**src/rtl/instruction_fetch.sv**
```systemverilog
// instruction_fetch: RV32I IF stage, one outstanding fetch, 1-entry stall hold buffer, EX redirect/flush.
// Define IF_PERF_CNT_EN to add if_fetch_cnt/if_bubble_cnt performance counter outputs.
module instruction_fetch #(
    parameter logic [31:0] RESET_PC  = 32'h0000_0000,
    parameter logic [31:0] NOP_INSTR = 32'h0000_0013
) (
    input  logic        clk,
    input  logic        rst,
    input  logic        stall,
    input  logic        redirect,
    input  logic [31:0] redirect_pc,
    output logic        imem_req,
    output logic [31:0] imem_addr,
    input  logic        imem_rvalid,
    input  logic [31:0] imem_rdata,
    output logic [31:0] IF_ID_IR,
    output logic [31:0] IF_ID_PC,
    output logic        IF_ID_valid
`ifdef IF_PERF_CNT_EN
    ,
    output logic [31:0] if_fetch_cnt,
    output logic [31:0] if_bubble_cnt
`endif
);
    localparam logic [1:0] S_REQ  = 2'd0;
    localparam logic [1:0] S_WAIT = 2'd1;
    localparam logic [1:0] S_DROP = 2'd2;
    localparam logic [1:0] S_HELD = 2'd3;

    logic [1:0]  state, state_nxt;
    logic [31:0] pc_r, pc_inc, buf_ir, buf_pc;
    logic        resp, load_wait, load_held, load_new;

    assign pc_inc    = pc_r + 32'd4;
    assign resp      = state == S_WAIT && imem_rvalid;
    assign load_wait = resp && !stall && !redirect;
    assign load_held = state == S_HELD && !stall && !redirect;
    assign load_new  = load_wait || load_held;
    // In S_WAIT a consumed response immediately launches the next sequential fetch.
    assign imem_req  = !rst && ((state == S_REQ && !redirect) || load_wait);
    assign imem_addr = state == S_WAIT ? pc_inc : pc_r;

    always_comb begin
        state_nxt = state;
        if (redirect)
            state_nxt = ((state == S_WAIT || state == S_DROP) && !imem_rvalid) ? S_DROP : S_REQ;
        else
            case (state)
                S_REQ:   state_nxt = S_WAIT;
                S_WAIT:  state_nxt = (imem_rvalid && stall) ? S_HELD : S_WAIT;
                S_DROP:  state_nxt = imem_rvalid ? S_REQ : S_DROP;
                default: state_nxt = stall ? S_HELD : S_REQ;
            endcase
    end

    always_ff @(posedge clk or posedge rst) begin
        if (rst) begin
            state  <= S_REQ;
            pc_r   <= RESET_PC & ~32'd3;
            buf_ir <= 32'd0;
            buf_pc <= 32'd0;
        end else begin
            state <= state_nxt;
            if (redirect)
                pc_r <= redirect_pc & ~32'd3;
            else if (resp)
                pc_r <= pc_inc;
            if (redirect || load_held) begin
                buf_ir <= 32'd0;
                buf_pc <= 32'd0;
            end else if (resp && stall) begin
                buf_ir <= imem_rdata;
                buf_pc <= pc_r;
            end
        end
    end

    always_ff @(posedge clk or posedge rst) begin
        if (rst) begin
            IF_ID_IR    <= NOP_INSTR;
            IF_ID_PC    <= 32'd0;
            IF_ID_valid <= 1'b0;
        end else if (redirect) begin
            IF_ID_IR    <= NOP_INSTR;
            IF_ID_PC    <= 32'd0;
            IF_ID_valid <= 1'b0;
        end else if (!stall) begin
            IF_ID_IR    <= load_wait ? imem_rdata : load_held ? buf_ir : NOP_INSTR;
            IF_ID_PC    <= load_wait ? pc_r : load_held ? buf_pc : IF_ID_PC;
            IF_ID_valid <= load_new;
        end
    end

`ifdef IF_PERF_CNT_EN
    always_ff @(posedge clk or posedge rst) begin
        if (rst) begin
            if_fetch_cnt  <= 32'd0;
            if_bubble_cnt <= 32'd0;
        end else begin
            if_fetch_cnt  <= if_fetch_cnt + {31'd0, load_new};
            if_bubble_cnt <= if_bubble_cnt + {31'd0, !stall && !load_new};
        end
    end
`endif
endmodule

```
**config.mk**
```make
export PLATFORM = sky130hd
export DESIGN_NAME = instruction_fetch
export DESIGN_NICKNAME = d
export VERILOG_FILES = /design/src/rtl/instruction_fetch.sv
export SDC_FILE = /design/constraint.sdc
export NUM_CORES = 1
export LEC_CHECK = 0
export ABC_CLOCK_PERIOD_IN_PS = 6000
export BUFFER_PORTS_ARGS = -buffer_cell sky130_fd_sc_hd__clkbuf_2
export CAP_MARGIN = 10
export CORE_MARGIN = 2
export CORE_UTILIZATION = 30
export CTS_CLUSTER_DIAMETER = 40
export DETAILED_ROUTE_END_ITERATION = 6
export GPL_ROUTABILITY_DRIVEN = 0
export GPL_TIMING_DRIVEN = 1
export SLEW_MARGIN = 20
export SYNTH_ARGS = -nofsm -noshare
export SYNTH_HDL_FRONTEND = slang
export SYNTH_SLANG_ARGS = --single-unit
```
**constraint.sdc**
```tcl
create_clock -name clk -period 6 [get_ports clk]
set_input_delay 0.9 -clock clk [delete_from_list [all_inputs] [get_ports clk]]
set_output_delay 0.9 -clock clk [all_outputs]
set_load 0.1 [all_outputs]
```
==> metrics.txt, run 1 <==
status=complete, no violations; Final Util=a little under two fifths; TNS Setup=0 ns; Post-CTS Setup Bufs=0; Post-DRT Antenna Nets=0; final setup fails=0; Via-to-Cell Ratio=between 5 and 6; worst clock skew=approximately 0.0065 ns; clk sinks=159; Critical Path Start=state[1]$_DFF_PP0_; post-synthesis async set-or-reset flop share=100%; Mapped Cells=711; Initial Utilization=between 30% and 40%; fraction of layout cells with a size suffix above 1=27.6%; VDD IR max=roughly 0.17 mV; fin crit period=approximately 4.2 ns; prevailing post-synth register cell=dfrtp_1; row count=57; setup slack at placement=between 2 and 2.5 ns; Peak Freq=239 MHz; drt first pass iters=4; clock network fraction of design power=about two fifths; sequential cell area fraction in the yosys report=52.9%; total CTS buffers=17; I/O Pins=167; Synth Cell Area=between 0.007 and 0.008 mm2; Pwr Density=323 mW/mm2; RSZ-0062 raised after global routing=no; vias in the first global route=5829; Chip Height=between 150 and 200 um; CP endpoint kind=primary output; largest buffer count on any clock path=2; Hold Path Class=flop to flop; YS warnings=0; r2r worst-path depth=8; Yosys cell types=between 40 and 50; Max Slew Vio Count=0; fillcell total=2462; final cell count without fillers=around 1200; R2R Path End=buf_pc[19]$_DFFE_PP0P_; DRC Markers=0; leak pwr=4.14 nW; worst-margin pin slew=1.05 ns; CTS resizes=0; clk_lat worst skew=~0.42 ns; critical setup path kind=flop to primary output; Worst Path Required=between 5 and 6 ns; CTS Root Cell=clkbuf_16; floorplan core area=around 0.024 mm2; largest cells by area after synthesis=dfrtp_1 (52%), a22o_1 (7.1%), o22ai_1 (4.2%); final design instance area without fill=between 0.009 and 0.01 mm2; drt wl/cell=between 15 and 20 um; Max FO, Critical Path=12; initial antenna violation count=0; Int Power=approximately 1.9 mW; placed wire-length estimate=roughly 14 mm; largest net degree at the start of global routing=between 100 and 150; Seq pwr share=40.5%; H-tree Lvls=4; Synth top cells by count=dfrtp_1 (156), nand2_1 (79), a22o_1 (61), o22ai_1 (51), o21ai_0 (49); sw frac=a little over a third; Synth area leader=dfrtp_1; total global routing overflow=0; Comb pwr share=21.2%; FF+latch count, synth=159; Seq. cell area=0.00398 mm2; CP Launch Type=flop; switching power=approximately 1.0 mW; # port buffers=162; Die Span X=162 um; Worst slew margin=29.7%; beginning of the worst hold path=IF_ID_IR[2]$_DFFE_PP0P_; EDFF count, synth=0; final net count=906; GRT Total Usage=16.8%; WHS=0.475 ns; worst reg2reg startpoint=state[1]$_DFF_PP0_; Hold Path Sink=IF_ID_IR[2]$_DFFE_PP0P_; cts hold-fix bufs=0; Cell Count Post-Placement=about 1100; r2r setup slk=between 2 and 2.5 ns; TritonCTS clock tree=done; Clock Pin Slew Worst Setup and Hold Paths=approximately 0.060 ns; count leader, synth=dfrtp_1; placed cell area=between 0.008 and 0.009 mm2; Min-Delay Path Depth=2; Vias=about 6000; Hold Vio Cnt, Final=0; die area=0.0264 mm2; Final Cycle Share=between 60% and 70%; drt initial violations=~350; Yosys top cell area share=about half; footprint of the multi-input gates=around 0.0032 mm2; total design power=2.95 mW; Final WS setup=between 1.5 and 2 ns; ant diodes=0; syn_area_per_cell=10.6 um2; Routed WL=~22 mm; Layout Area Growth over Synthesis=21.3%; crit path DAT=between 3 and 4 ns; first-pass GRT wire length=between 30 and 40 mm; Max Cap Viol=0
==> cells in the final DEF (no fill, tap or decap), types with 3 or more instances in the layout <==
cell,n
clkbuf_16,17
bufinv_16,3
nor3_1,4
clkinvlp_4,3
ha_1,6
o2bb2ai_1,31
nand3_2,3
a21oi_1,4
clkinv_2,3
o21ai_0,49
buf_4,10
nor3_4,3
xor2_1,27
dfstp_2,3
a22o_1,61
and3_1,6
nand2_1,79
nor2_1,21
nand4_1,20
clkbuf_2,162
o22ai_1,51
o21ai_1,11
inv_1,5
nor4_1,4
nand3_1,20
xnor2_1,31
inv_6,3
nor4_2,3
dfrtp_1,156
mux2i_1,11
==> how the worst max path moves through the flow <==
stage / endpoint / slack, ns / cells after the start
floorplan: IF_ID_IR[10]$_DFFE_PP0P_ / 0.81 / 1
global placement: imem_addr[26] / 2.26 / 8
detailed placement: buf_pc[19]$_DFFE_PP0P_ / 2.24 / 7
CTS: imem_addr[26] / 1.78 / 8
global route: imem_addr[17] / 1.66 / 8
finish: imem_addr[26] / 1.81 / 8
==> per-layer routing <==
layer	part of all wire [%]	global-route usage, %	vias to the layer above
li1	-	-	2821
met2	48	26.3	154
met5	0	0	-
met1	47	23.9	2992
met3	4.5	2.60	16
met4	1.2	5.11	0
==> power groups by stage <==
stage	Clock [mW]	Sequential (mW)	Combinational, mW
global route	1.20	1.20	0.668
CTS	1.16	1.19	0.634
finish	1.13	1.19	0.626
detailed placement	0	1.21	0.631
floorplan	0	1.23	0.472
global placement	0	1.21	0.629
==> critical path, cell delays in order (launching register included) <==
cell,delay (ns)
dfrtp_1,0.41
inv_1,0.09
ha_1,0.52
nand2_1,0.19
nor3_2,0.51
and3_4,0.33
nand3_2,0.08
xnor2_1,0.22
clkbuf_2,0.50
==> cell families after synthesis <==
logic type | Yosys count | share of synthesized area (%)
xor+xnor | 58 | 6.75
compound gates | 210 | 19.5
fa+ha+maj | 6 | 0.997
simple gates | 186 | 13.2
other cells | 1 | 0.0498
buf+inv | 78 | 4.84
flops | 159 | 52.9
mux | 13 | 1.76
==> state kept, by name (all words and copies together), names as in the netlist <==
register / count
IF_ID_IR: 32
IF_ID_PC: 31
IF_ID_valid: 1
buf_ir: 32
buf_pc: 31
pc_r: 30
state: 2
==> area by class of cell <==
type	instances	share of cell area, %
clock buffer	19	4.85
clock inverter	13	1.78
inverter	6	0.302
multi-input combinational	475	35.3
sequential	159	43.6
tap	324	4.44
timing repair buffer	172	9.70
(Power assumes the default switching activity.)
==> inputs of run 2 (changes only) <==
--- a/config.mk
+++ b/config.mk
@@ -5,7 +5,8 @@
 export SDC_FILE = /design/constraint.sdc
 export NUM_CORES = 1
 export LEC_CHECK = 0
-export ABC_CLOCK_PERIOD_IN_PS = 6000
+export ABC_AREA = 1
+export ABC_CLOCK_PERIOD_IN_PS = 3930
 export BUFFER_PORTS_ARGS = -buffer_cell sky130_fd_sc_hd__clkbuf_2
 export CAP_MARGIN = 10
 export CORE_MARGIN = 2
==> constraint.sdc (replaced) <==
create_clock -name clk -period 3.93 [get_ports clk]
set_input_delay 0.5895 -clock clk [delete_from_list [all_inputs] [get_ports clk]]
set_output_delay 0.5895 -clock clk [all_outputs]
set_load 0.1 [all_outputs]
==> metrics.txt, run 2 <==
drt wl/cell=approximately 16 um; status=complete, no violations; Cell Count Post-Placement=1528; Final Cycle Share=83.6%; TritonCTS clock tree=done; Worst Path Required=3.34 ns; placed wire-length estimate=roughly 16 mm; CTS Root Cell=clkbuf_16; Seq pwr share=a little over a third; H-tree Lvls=4; TNS Setup=0 ns; floorplan core area=between 0.02 and 0.03 mm2; largest cells by area after synthesis=dfrtp_1 (46%), nand2_1 (12%), o22ai_2 (7.3%); drt initial violations=approximately 500; Max FO, Critical Path=18; WHS=roughly 0.18 ns; post-synthesis async set-or-reset flop share=between 90% and 100%; switching power=2.04 mW; YS warnings=0; crit path DAT=about 2.7 ns; total global routing overflow=0; RSZ-0062 raised after global routing=no; Synth area leader=dfrtp_1; fin crit period=approximately 3.3 ns; CP endpoint kind=primary output; count leader, synth=nand2_1; Max Cap Viol=0; fillcell total=2835; FF+latch count, synth=approximately 160; syn_area_per_cell=around 8 um2; Routed WL=between 20 and 30 mm; Max Slew Vio Count=0; Hold Path Class=input port to async pin; clk sinks=~160; worst clock skew=roughly 0.012 ns; Post-CTS Setup Bufs=0; Yosys top cell area share=a little under half; prevailing post-synth register cell=dfrtp_1; cts hold-fix bufs=0; Synth top cells by count=nand2_1 (274), dfrtp_1 (156), inv_1 (155), nor2_1 (65), o21ai_1 (64); CP Launch Type=flop; fraction of layout cells with a size suffix above 1=24.3%; final net count=between 1000 and 1500; CTS resizes=0; final design instance area without fill=approximately 0.010 mm2; critical setup path kind=flop to primary output; Mapped Cells=1032; I/O Pins=between 150 and 200; top flop regs=IF_ID_IR: 32 flops, buf_ir: 32 flops; sw frac=between 30% and 40%; Cell Chain, Critical Path=inv_1, ha_1, clkinv_1, buf_4, nand2_1, nand2_1, clkbuf_2; row count=61; clock network fraction of design power=35.2%; first-pass GRT wire length=roughly 40 mm; vias in the first global route=7102; initial antenna violation count=1; worst-margin pin slew=0.858 ns; highest-delay cell along the critical path=clkinv_1; GRT Total Usage=about 17%; largest buffer count on any clock path=2; Vias=7381; Synth Cell Area=approximately 0.0084 mm2; crit-path most repeated cell=nand2_1; VDD IR max=approximately 0.19 mV; clk_lat worst skew=between 0.4 and 0.5 ns; total CTS buffers=17; die area=a little under 0.03 mm2; final setup fails=0; DRC Markers=0; Yosys cell types=34; final cell count without fillers=1559; Worst slew margin=42.8%; most frequent cells in the layout=nand2_1 (274), dfrtp_1 (156), inv_1 (154); Comb pwr share=around 30%; Int Power=between 3 and 4 mW; Layout Area Growth over Synthesis=22.3%; Chip Height=around 170 um; setup slack at placement=~1.0 ns; Post-DRT Antenna Nets=0; EDFF count, synth=0; leak pwr=4.90 nW; largest net degree at the start of global routing=140; slowest stage delay, CP=0.48 ns; # port buffers=~160; Die Span X=172 um; most common cell after layout, fill and taps aside=nand2_1; Final WS setup=0.646 ns; Initial Utilization=30.4%; sequential cell area fraction in the yosys report=between 40% and 50%; drt first pass iters=5; Peak Freq=slightly above 300 MHz; placed cell area=between 0.009 and 0.01 mm2; Hold Vio Cnt, Final=0; Clock Pin Slew Worst Setup and Hold Paths=approximately 0.07 ns; Pwr Density=just over 500 mW/mm2; Via-to-Cell Ratio=~4.7
## run 2: cell count changes in the layout (fill, tap and decap cells not counted), sizes merged, moves of 43 or more
cell	before	now
a22o	61	0
inv	8	166
nand2	81	279
nor2	24	77
o21ai	61	104
## run 2: critical path: cells and delay by family (launching register included)
family / cells / cell delay [ns]
buf+inv: 4 / 1.38
simple gates: 2 / 0.18
fa+ha+maj: 1 / 0.27
flops: 1 / 0.42
## run 2: worst paths after layout
check | slack [ns] | start | endpoint | cells past startpoint
worst min-delay path | 0.18 | rst | buf_ir[9]$_DFFE_PP0P_ | 2
worst max register to register | 1.15 | state[1]$_DFF_PP0_ | pc_r[25]$_DFFE_PP0P_ | 8
worst max-delay path | 0.65 | state[1]$_DFF_PP0_ | imem_addr[31] | 7
max in group asynchronous | 2.62 | rst | pc_r[20]$_DFFE_PP0P_ | 3
worst min register to register | 0.49 | IF_ID_PC[13]$_DFFE_PP0P_ | IF_ID_PC[13]$_DFFE_PP0P_ | 2
min in group clk | 0.37 | imem_rdata[0] | IF_ID_IR[0]$_DFFE_PP1P_ | 3
## run 2: power groups by stage
| stage | sequential (mW) | clock (mW) | combinational (mW) |
|---|---|---|---|
| floorplan | 1.95 | 0 | 1.10 |
| global placement | 1.85 | 0 | 1.58 |
| detailed placement | 1.85 | 0 | 1.59 |
| CTS | 1.82 | 1.88 | 1.59 |
| global route | 1.84 | 1.95 | 1.67 |
| finish | 1.83 | 1.85 | 1.58 |
## run 2: cell families (layout without fill, tap and decap cells)
family	count (synthesis)	in the layout	synth area share, %
AO/OA/AOI/OAI	214	214	18.6
XOR/XNOR	14	14	1.54
adder cells (fa/ha/maj)	6	6	0.890
buffers and inverters	222	369	11.1
flip-flops	159	159	47.2
other	1	3	0.0445
AND/OR/NAND/NOR	416	416	20.6
## run 2: stage by stage
stage	power, mW	utilization (%)
3_3_place_gp	3.43	34.9
3_5_place_dp	3.44	34.9
6_report	5.25	37.2
5_1_grt	5.46	37.2
4_1_cts	5.30	37.2
2_1_floorplan	3.05	-
## run 2: final cells by class
class	count	area, um2	share of cell area (%)
Sequential cell	159	3980	38.6
Multi-Input combinational cell	652	3540	34.3
Timing Repair Buffer	172	1050	10.1
Inverter	167	633	6.14
Tap cell	378	473	4.59
Clock buffer	19	453	4.39
Clock inverter	11	188	1.82
Antenna cell	1	2.50	0.0243
## run 2: per-layer routing
layer	share of wire, %	track usage (%)	wire [um]	vias up
met5	0	0	0	-
met1	45	23.3	11300	3583
li1	-	-	-	3567
met4	1.6	5.56	413	0
met3	6.5	4.79	1640	27
met2	47	27.1	11700	204
==> inputs of run 3 (changes only) <==
--- a/config.mk
+++ b/config.mk
@@ -6,7 +6,7 @@
 export NUM_CORES = 1
 export LEC_CHECK = 0
 export ABC_AREA = 1
-export ABC_CLOCK_PERIOD_IN_PS = 3930
+export ABC_CLOCK_PERIOD_IN_PS = 3000
 export BUFFER_PORTS_ARGS = -buffer_cell sky130_fd_sc_hd__clkbuf_2
 export CAP_MARGIN = 10
 export CORE_MARGIN = 2
==> constraint.sdc (replaced) <==
create_clock -name clk -period 3 [get_ports clk]
set_input_delay 0.45 -clock clk [delete_from_list [all_inputs] [get_ports clk]]
set_output_delay 0.45 -clock clk [all_outputs]
set_load 0.1 [all_outputs]
==> metrics.txt, run 3 (synthesis gave the netlist of run 2 again) <==
Seq pwr share=34.8%; most frequent cells in the layout=nand2_1 (274), dfrtp_1 (156), inv_1 (154); Worst slew margin=44.1%; Layout Area Growth over Synthesis=26.3%; Hold Path Class=input port to async pin; sw frac=between 40% and 50%; final net count=~1300; largest net degree at the start of global routing=between 70 and 80; Via-to-Cell Ratio=approximately 4.7; Final WS setup=around 0.096 ns; # port buffers=~160; GRT Total Usage=17.5%; setup slack at placement=0.469 ns; Final Cycle Share=96.8%; clk sinks=between 150 and 200; Comb pwr share=33.9%; total CTS buffers=17; Peak Freq=about 340 MHz; DRC Markers=0; drt wl/cell=approximately 16 um; Chip Height=172 um; VDD IR max=between 0.3 and 0.4 mV; worst-margin pin slew=about 0.84 ns; final design instance area without fill=approximately 0.011 mm2; clock network fraction of design power=~31%; initial antenna violation count=3; Max FO, Critical Path=6; floorplan core area=around 0.028 mm2; Pwr Density=between 600 and 700 mW/mm2; placed wire-length estimate=17.3 mm; CTS Root Cell=clkbuf_16; Int Power=between 4 and 5 mW; crit path DAT=2.45 ns; switching power=between 2 and 3 mW; Routed WL=approximately 25 mm; final setup fails=0; Critical Path Start=pc_r[2]$_DFFE_PP0P_; CP Launch Type=flop; most common cell after layout, fill and taps aside=nand2_1; status=complete, no violations; Vias=between 7000 and 8000; worst clock skew=roughly 0.016 ns; Max Cap Viol=0; Worst Path Required=between 2 and 3 ns; Max Slew Vio Count=0; cts hold-fix bufs=0; leak pwr=~5 nW; CTS resizes=0; worst reg2reg startpoint=state[1]$_DFF_PP0_; fillcell total=around 2800; vias in the first global route=7181; TritonCTS clock tree=done; total global routing overflow=0; top flop regs=IF_ID_IR: 32 flops, buf_ir: 32 flops; WHS=roughly 0.08 ns; row count=61; fin crit period=2.90 ns; I/O Pins=167; largest buffer count on any clock path=2; H-tree Lvls=4; Initial Utilization=30.4%; placed cell area=0.0101 mm2; CP endpoint kind=primary output; Post-CTS Setup Bufs=0; clk_lat worst skew=roughly 0.44 ns; Post-DRT Antenna Nets=0; critical setup path kind=flop to primary output; RSZ-0062 raised after global routing=no; Hold Vio Cnt, Final=0; drt first pass iters=6; die area=roughly 0.03 mm2; first-pass GRT wire length=between 30 and 40 mm; fraction of layout cells with a size suffix above 1=around 25%; Clock Pin Slew Worst Setup and Hold Paths=~0.08 ns; drt initial violations=between 500 and 600; Die Span X=around 170 um
run 3: power groups by stage:
stage	Sequential, mW	Combinational [mW]	Clock [mW]
after global placement	2.42	2.33	0
final	2.39	2.33	2.15
after detailed placement	2.43	2.34	0
after global routing	2.41	2.46	2.29
after CTS	2.39	2.35	2.20
after floorplan	2.55	1.44	0
run 3: worst max-delay path, stage by stage, from the launching register on:
cell and delay, ns:
dfrtp_1 0.46, ha_1 0.24, nand2_2 0.09, nor2_4 0.17, nand3_1 0.17, xor2_1 0.19, o21ai_0 0.46, buf_12 0.25
run 3: cell type report:
cell class / instances / area, um2 / share of cell area, %
Timing Repair Buffer: 180 / 1440 / 13.6
Clock buffer: 18 / 429 / 4.03
Multi-Input combinational cell: 652 / 3540 / 33.2
Tap cell: 378 / 473 / 4.44
Inverter: 167 / 633 / 5.94
Clock inverter: 14 / 150 / 1.41
Antenna cell: 1 / 2.50 / 0.0235
Sequential cell: 159 / 3980 / 37.4
run 3: path summary, 6_finish.rpt:
kind | slack (ns) | cells after the start | endpoint
worst min-delay path | 0.08 | 2 | buf_ir[10]$_DFFE_PP0P_
max in group asynchronous | 2.09 | 3 | buf_pc[12]$_DFFE_PP0P_
worst max-delay path | 0.1 | 7 | imem_addr[12]
worst min register to register | 0.49 | 2 | IF_ID_IR[1]$_DFFE_PP1P_
min in group clk | 0.23 | 3 | IF_ID_IR[0]$_DFFE_PP1P_
worst max register to register | 0.49 | 9 | pc_r[4]$_DFFE_PP0P_
run 3: metrics by stage:
| step | power (mW) | utilization (%) | setup TNS [ns] | instances |
|---|---|---|---|---|
| 2_1_floorplan | 3.99 | - | -4.94 | 1033 |
| 3_3_place_gp | 4.75 | 36.4 | 0 | 1536 |
| 3_5_place_dp | 4.77 | 36.4 | 0 | 1536 |
| 4_1_cts | 6.93 | 38.4 | 0 | 1568 |
| 5_1_grt | 7.16 | 38.4 | 0 | 1568 |
| 6_report | 6.87 | 38.5 | 0 | 1569 |
run 3: layer usage:
metal | vias up | GRT usage (%) | part of all wire, %
li1 | 3583 | - | -
met3 | 27 | 4.07 | 6.2
met4 | 2 | 4.94 | 1.4
met5 | - | 0 | 0.028
met1 | 3488 | 24.0 | 45
met2 | 203 | 27.6 | 48
